### src/rtl/imem_loader.sv
// ---------------------------------------------------------------------------
// imem_loader
//
// Boot-time instruction-memory loader for the single-cycle RISC-V core.
// The loader takes a little-endian byte stream and builds 32-bit words from
// it. It writes each word to consecutive instruction-memory word addresses,
// starting at 0. The core is held in reset until a complete program has
// loaded. A partial final word or a program longer than IMEM_WORDS aborts
// the load into ERR.
//
// Ports:
//   clk        : system clock, all logic on the rising edge
//   rst        : synchronous active-high reset
//   start      : begin a (re)load; honoured only in IDLE, DONE or ERR
//   s_valid    : byte stream valid
//   s_data     : byte stream data
//   s_last     : final byte of the program
//   s_ready    : loader accepts a byte this cycle (high only in LOAD)
//   imem_we    : one-cycle instruction-memory write strobe
//   imem_addr  : word address of the write
//   imem_wdata : assembled instruction word
//   core_rst   : core reset, low only once a program has loaded
//   done       : program loaded successfully
//   error      : load aborted (partial word or overflow)
//   word_count : words written in the current load
// ---------------------------------------------------------------------------
module imem_loader #(
   parameter int ADDR_WIDTH = 8,
   parameter int IMEM_WORDS = 256
) (
   input  logic                  clk,
   input  logic                  rst,
   input  logic                  start,
   input  logic                  s_valid,
   input  logic [7:0]            s_data,
   input  logic                  s_last,
   output logic                  s_ready,
   output logic                  imem_we,
   output logic [ADDR_WIDTH-1:0] imem_addr,
   output logic [31:0]           imem_wdata,
   output logic                  core_rst,
   output logic                  done,
   output logic                  error,
   output logic [ADDR_WIDTH:0]   word_count
);

   typedef enum logic [2:0] {
      IDLE,
      LOAD,
      WRITE,
      DONE,
      ERR
   } state_t;

   localparam logic [ADDR_WIDTH:0] WORD_LIMIT = (ADDR_WIDTH + 1)'(IMEM_WORDS);
   localparam logic [ADDR_WIDTH:0] COUNT_ONE  = (ADDR_WIDTH + 1)'(1);
   localparam logic [ADDR_WIDTH-1:0] ADDR_ONE = ADDR_WIDTH'(1);

   state_t                state_q, state_d;
   logic [1:0]            idx_q, idx_d;
   logic                  last_q, last_d;
   logic [ADDR_WIDTH-1:0] addr_q, addr_d;
   logic [31:0]           wdata_q, wdata_d;
   logic [ADDR_WIDTH:0]   count_q, count_d;

   // Next-state logic. Every register holds its value unless the current
   // state says otherwise. A start in any resting state (IDLE, DONE, ERR)
   // clears the counters and the byte index, so a reload always begins at
   // word address 0. In LOAD, s_ready is high by definition, so s_valid
   // alone marks an accepted byte. The byte index wraps 3 -> 0 on its own
   // once a word is complete.
   always_comb begin
      state_d = state_q;
      idx_d   = idx_q;
      last_d  = last_q;
      addr_d  = addr_q;
      wdata_d = wdata_q;
      count_d = count_q;
      unique case (state_q)
         IDLE, DONE, ERR: begin
            if (start) begin
               count_d = '0;
               addr_d  = '0;
               idx_d   = '0;
               last_d  = 1'b0;
               state_d = LOAD;
            end
         end
         LOAD: begin
            if (s_valid) begin
               wdata_d[8*idx_q +: 8] = s_data;
               idx_d = idx_q + 2'd1;
               if (idx_q == 2'd3) begin
                  last_d  = s_last;
                  state_d = WRITE;
               end else if (s_last) begin
                  // The program ended mid-word. The partial word is dropped.
                  state_d = ERR;
               end
            end
         end
         WRITE: begin
            addr_d  = addr_q + ADDR_ONE;
            count_d = count_q + COUNT_ONE;
            idx_d   = '0;
            // A final word that exactly fills memory is still a success.
            if (last_q) begin
               state_d = DONE;
            end else if (count_q + COUNT_ONE == WORD_LIMIT) begin
               state_d = ERR;
            end else begin
               state_d = LOAD;
            end
         end
         default: state_d = IDLE;
      endcase
   end

   // State and datapath registers. The synchronous reset abandons any
   // partial word or pending write.
   always_ff @(posedge clk) begin
      if (rst) begin
         state_q <= IDLE;
         idx_q   <= '0;
         last_q  <= 1'b0;
         addr_q  <= '0;
         wdata_q <= '0;
         count_q <= '0;
      end else begin
         state_q <= state_d;
         idx_q   <= idx_d;
         last_q  <= last_d;
         addr_q  <= addr_d;
         wdata_q <= wdata_d;
         count_q <= count_d;
      end
   end

   // Outputs are either registers or decoded straight from the state
   // register. No stream input reaches an output combinationally.
   assign s_ready    = (state_q == LOAD);
   assign imem_we    = (state_q == WRITE);
   assign done       = (state_q == DONE);
   assign error      = (state_q == ERR);
   assign core_rst   = (state_q != DONE);
   assign imem_addr  = addr_q;
   assign imem_wdata = wdata_q;
   assign word_count = count_q;

endmodule

### config.mk
export PLATFORM = sky130hd
export DESIGN_NAME = imem_loader
export DESIGN_NICKNAME = d
export VERILOG_FILES = /design/src/rtl/imem_loader.sv
export SDC_FILE = /design/constraint.sdc
export NUM_CORES = 1
export LEC_CHECK = 0
export CAP_MARGIN = 15
export CORE_MARGIN = 5
export CORE_UTILIZATION = 44
export DETAILED_ROUTE_END_ITERATION = 10
export MAX_ROUTING_LAYER = met4
export PLACE_DENSITY = 0.87
export SLEW_MARGIN = 20
export SYNTH_ARGS = -nofsm -noshare
export SYNTH_HDL_FRONTEND = slang
export SYNTH_SLANG_ARGS = --single-unit
### constraint.sdc
create_clock -name clk -period 1.87 [get_ports clk]
set_clock_uncertainty 0.1 [all_clocks]
set_input_delay 0.374 -clock clk [delete_from_list [all_inputs] [get_ports clk]]
set_output_delay 0.374 -clock clk [all_outputs]
set_load 0.05 [all_outputs]
# Word level (Yosys, flattened, before mapping)
# Cells that the tools add are included.
[word_totals]
romBits = 0
ram_bits = 0
word_cells = 52
ff_bits = 55
latch_bits = 0
mem_count = 0
output_inout_bits = 54
input_bits = 13
[classes]
eq_ne = 11
div_mod_pow = 0
n_shift = 2
addsub = 4
bitwise_logic = 0
n_mul = 0
reduce_logical = 10
order_cmp = 0
mux = 19
[ops]
columns = ["op", "n"]
rows = [
  ["5-bit negation with 34-bit output", 1],
  ["8-bit by 34-bit variable shift with 32-bit output (first input constant)", 1],
  ["8-bit by 34-bit indexed part select with 32-bit output", 1],
  ["32-bit bitwise mux", 1],
  ["3-bit two-way mux", 6],
  ["9-bit one-hot mux with 2 select lines", 1],
  ["8-bit one-hot mux with 2 select lines", 1],
  ["9-bit by 1-bit adder with 9-bit output (second input constant)", 1],
  ["9-bit == test (second input constant)", 1],
  ["9-bit two-way mux", 1],
  ["3-bit one-hot mux with 3 select lines", 1],
  ["8-bit by 1-bit adder with 8-bit output (second input constant)", 1],
  ["8-bit two-way mux", 1],
  ["3-bit by 2-bit == test with 1-bit output (second input constant)", 2],
  ["3-bit by 2-bit != test with 1-bit output (second input constant)", 2],
  ["2-bit one-hot mux with 3 select lines", 1],
  ["3-bit AND reduction", 2],
  ["2-bit two-way mux", 2],
  ["2-bit != test (second input constant)", 2],
  ["2-bit AND reduction", 2],
  ["4-bit AND reduction", 1],
  ["2-bit nonzero test", 2],
  ["3-bit by 1-bit == test with 1-bit output (second input constant)", 1],
  ["3-bit == test (second input constant)", 1],
  ["other kinds (8)", 10],
]

# Logic depth before layout (Yosys ltp)
[logic_depth]
depth_word = 5
ltp_mapped = 8
depth_no_buf = 6

# Worst setup path before layout
# No wires, ideal clock.
[synth_path]
path_kind = "reg2reg"
from = "register state_q[0]"
to = "register state_q[2]"
path_stages_with_launch = 7
n_path_buf = 1
required_ns = 1.691
arrival_ns = 2.392
setup_time_ns = 0.079
synth_period_minus_slack_ns = 2.571
path_slack_ns = -0.701
path_cell_list = "dfxtp_1 clkbuf_1 nor3b_1 or2b_2 o21ai_0 a31oi_1 a211oi_2"
[synth_between]
elab_chain_cells = 4
word_cells_on_any_way = 11
cone_classes = "eq/ne (7); mux (1); reduce/logical (3)"
[synth_lines]
columns = ["item", "line_no", "text"]
rows = [
  ["start: declaration", "59", "state_t state_q, state_d;"],
  ["start signal: assignment", "130", "state_q <= state_d;"],
  ["3-bit == test *", "--", ""],
  ["net error", "43", "output logic error,"],
  ["3-bit OR reduction *", "79", "unique case (state_q)"],
  ["2-bit != test (no line)", "--", ""],
  ["3-bit AND reduction (no line)", "--", ""],
]
# The timed path passes the listed nets; every way through them passes the cells marked *.
# A chain may end at the register's enable or synchronous reset.

# Worst setup path in the final report
[layout_path]
from = "register state_q[2]"
to = "output imem_we"
[layout_between]
elab_chain_cells = 1
[layout_lines]
columns = ["item", "line_no", "text"]
rows = [
  ["3-bit by 2-bit == test with 1-bit output", "142", "assign imem_we = (state_q == WRITE);"],
  ["end: declaration", "38", "output logic imem_we,"],
]
# No other way between the ends.

==> impl_metrics.toml <==
[placement]
hpwlAfterDp_um = 4979
placed_area_um2 = 3408
numPortBuffers = 66
gp_congestion = 0.8582

[cts]
htreeDepth = 2
insertion_delay_ns = 0.32
cts_hold_buf = 0
cts.path.max_buffers = 2
cts_root_buf = "clkbuf_8"
clock-sinks = 55
path_clk_slew_ns = 0.11
cts-buffers-inserted = 5
cts_tree = "done"

[cells_and_area]
postLayoutCellArea_um2 = 3573
drive_gt1_frac = 0.3154
fin_util = 0.6108
syn_to_final_growth_pct = 37.31
fillerInstances = 501
n_antenna_cell = 0
fin_nets = 429

[die]
coreArea_um2 = 5851
dieArea_um2 = 7552
die_w_um = 86.91
io_pins = 67
rows = 28
fp.dieH_um = 86.91
initial_core_util = 0.4448

[worst_setup_path]
path_cells = "or3b_4 -> inv_6 -> buf_12"
cp_num_buf_inv = 2
critPathMaxStageDelay_ns = 0.44
critical-path-top-delay-family = "simple AND/OR/NAND/NOR gates"
required_ns = 1.40
endpoint_kind = "primary output"
worstSetupPathType = "flop to primary output"
cp-start-kind = "flop"
critPathMaxFanout = 12
worst_path_max_delay_cell = "or3b_4"
cp_data_arrival_time_ns = 1.36

[sta]
hold_viol_final = 0
tns_ns = 0
tightestPinTransition_ns = 0.4310
fmax_mhz = 544.7
min_period_ns = 1.836
period_share = 0.9818
setup_violations = 0
drv_slew = 0
rsz0062_at_grt = "true"
max-slew-margin-rel = 0.7126

[pwr]
p_leak_nw = 1.386
switchingPower_uw = 673.1
switching_share = 0.2928
power_frac_seq = 0.520
power.density_nw_per_um2 = 643.4
power_mw = 2.299
internal-power_mw = 1.626
ir_drop_v = 0.0003411
power_frac_comb = 0.171
p_clk_frac = 0.309

[route]
routed-via-count = 2664
dr.first_iter.drc_count = 242
first_pass_iters = 6
route.detailed.drc = 0
via_per_inst = 5.504
ant_nets = 0
wire_per_inst_um = 14.61
drt_wl_total_um = 7073

[synthesis]
yosysUniqueCellTypes = 49
synth-seq-cells = 55
synth_top_cell_by_area = "dfxtp_1"
synthTopCellsByArea = "dfxtp_1 42%, a21oi_1 10%, nand3_1 7.1%"
syn_area_per_cell_um2 = 8.082
synth_fp_nets = 343
synth_common_cells = "55 x dfxtp_1, 54 x a21oi_1, 42 x nand2_1, 37 x nand3_1, 26 x nor2_1"
ys_seq_area_frac = 0.4231
yosysMostFrequentCell = "dfxtp_1"
synthCells = 322
yosysTopAreaCellShare = 0.4231
synth-edff-count = 0
ys_warn_count = 0
async_flop_share = 0
ys.flop_type = "dfxtp_1"
synth_area_um2 = 2602

[global_routing]
grt.overflow.total = 0
antenna_found_initial = 0
grt_util_all_layers = 0.1892
grt_start_max_net_pins = 36
grt_pass1_wl_um = 11210
grt_pass1_vias = 2413

[worst_hold_path]
hold_path_class = "flop to flop"

[run]
maxCapViolCount = 0

[status]
outcome = "finished, final reports clean"
-- power groups by stage --
stage	clock network (mW)	registers (mW)	logic, mW
final	0.710	1.20	0.393
after global routing	0.778	1.20	0.414
after CTS	0.719	1.19	0.373
after detailed placement	0	1.22	0.370
after global placement	0	1.22	0.363
after floorplan	0	1.26	0.168
-- kinds of logic (layout without fill, tap and decap cells) --
family | Yosys count | in the layout | share of synthesized area
compound gates | 88 | 88 | 0.2029
xor+xnor | 1 | 1 | 0.003366
fa+ha+maj | 8 | 8 | 0.03846
buf+inv | 24 | 111 | 0.04712
flops | 55 | 55 | 0.4231
mux | 1 | 1 | 0.003846
simple gates | 145 | 145 | 0.2813
-- per-stage QoR --
stage	worst slack (ns)	hold WS, ns	cells
CTS	0.02129	0.3606	480
global route	-0.01709	0.3816	484
global placement	-0.04347	0.3419	471
detailed placement	-0.1171	0.3504	471
finish	0.03396	0.3640	484
floorplan	-0.1997	0.3802	322
-- state kept, by name, summed over array words and instances, names as in the netlist --
name        flops
imem_wdata     32
imem_addr       8
last_q          1
idx_q           2
word_count      9
state_q         3
-- worst paths after layout --
kind / depth (start not counted) / slack (ns) / start / endpoint
worst min-delay path: 2 / 0.36 / imem_wdata[30] / imem_wdata[30]
worst max-delay path: 3 / 0.03 / state_q[2] / imem_we
worst max register to register: 6 / 0.05 / state_q[2] / imem_addr[7]
worst min register to register: 2 / 0.36 / imem_wdata[30] / imem_wdata[30]
-- layer usage --
metal / routed length (um) / up-vias / GRT usage
met4: 108 / 0 / 0.06657
li1: - / 1315 / -
met3: 355 / 13 / 0.01892
met1: 3193 / 1251 / 0.2500
met5: 0 / - / -
met2: 3416 / 85 / 0.3016
-- layout make-up --
type,count,area [um^2],area share
clock inverter,3,28.78,0.008053
timing repair buffer,96,803.3,0.2248
multi-input combinational,243,1418,0.3967
clock buffer,5,68.82,0.01926
inverter,7,35.03,0.009804
tap,75,93.84,0.02626
sequential,55,1126,0.3151
-- worst min-delay path, stage by stage (launching register included) --
cell	delay [ns]
dfxtp_1	0.33
nand2_1	0.05
a21oi_1	0.05
-- layout by cell type (no fill, tap or decap), types with 3 or more instances in the layout --
| master | instances |
|---|---|
| a21oi_1 | 53 |
| a22oi_1 | 3 |
| a31oi_1 | 3 |
| and2_1 | 5 |
| buf_12 | 4 |
| buf_4 | 78 |
| clkbuf_8 | 5 |
| clkdlybuf4s50_1 | 11 |
| dfxtp_1 | 45 |
| dfxtp_2 | 5 |
| dfxtp_4 | 5 |
| ha_1 | 7 |
| inv_1 | 5 |
| inv_6 | 3 |
| nand2_1 | 41 |
| nand3_1 | 37 |
| nand3b_1 | 6 |
| nor2_1 | 26 |
| nor3_1 | 3 |
| nor3b_1 | 3 |
| o21ai_0 | 12 |
-- what timing repair did --
| item | 4_1_cts | 5_1_grt |
|---|---|---|
| setup buffers | 2 | 4 |
| pin swaps | 1 | 2 |
| resized for setup | 5 | 8 |
| endpoints found under the setup margin | 1 | 19 |
Power figures use the tool's default switching activity.
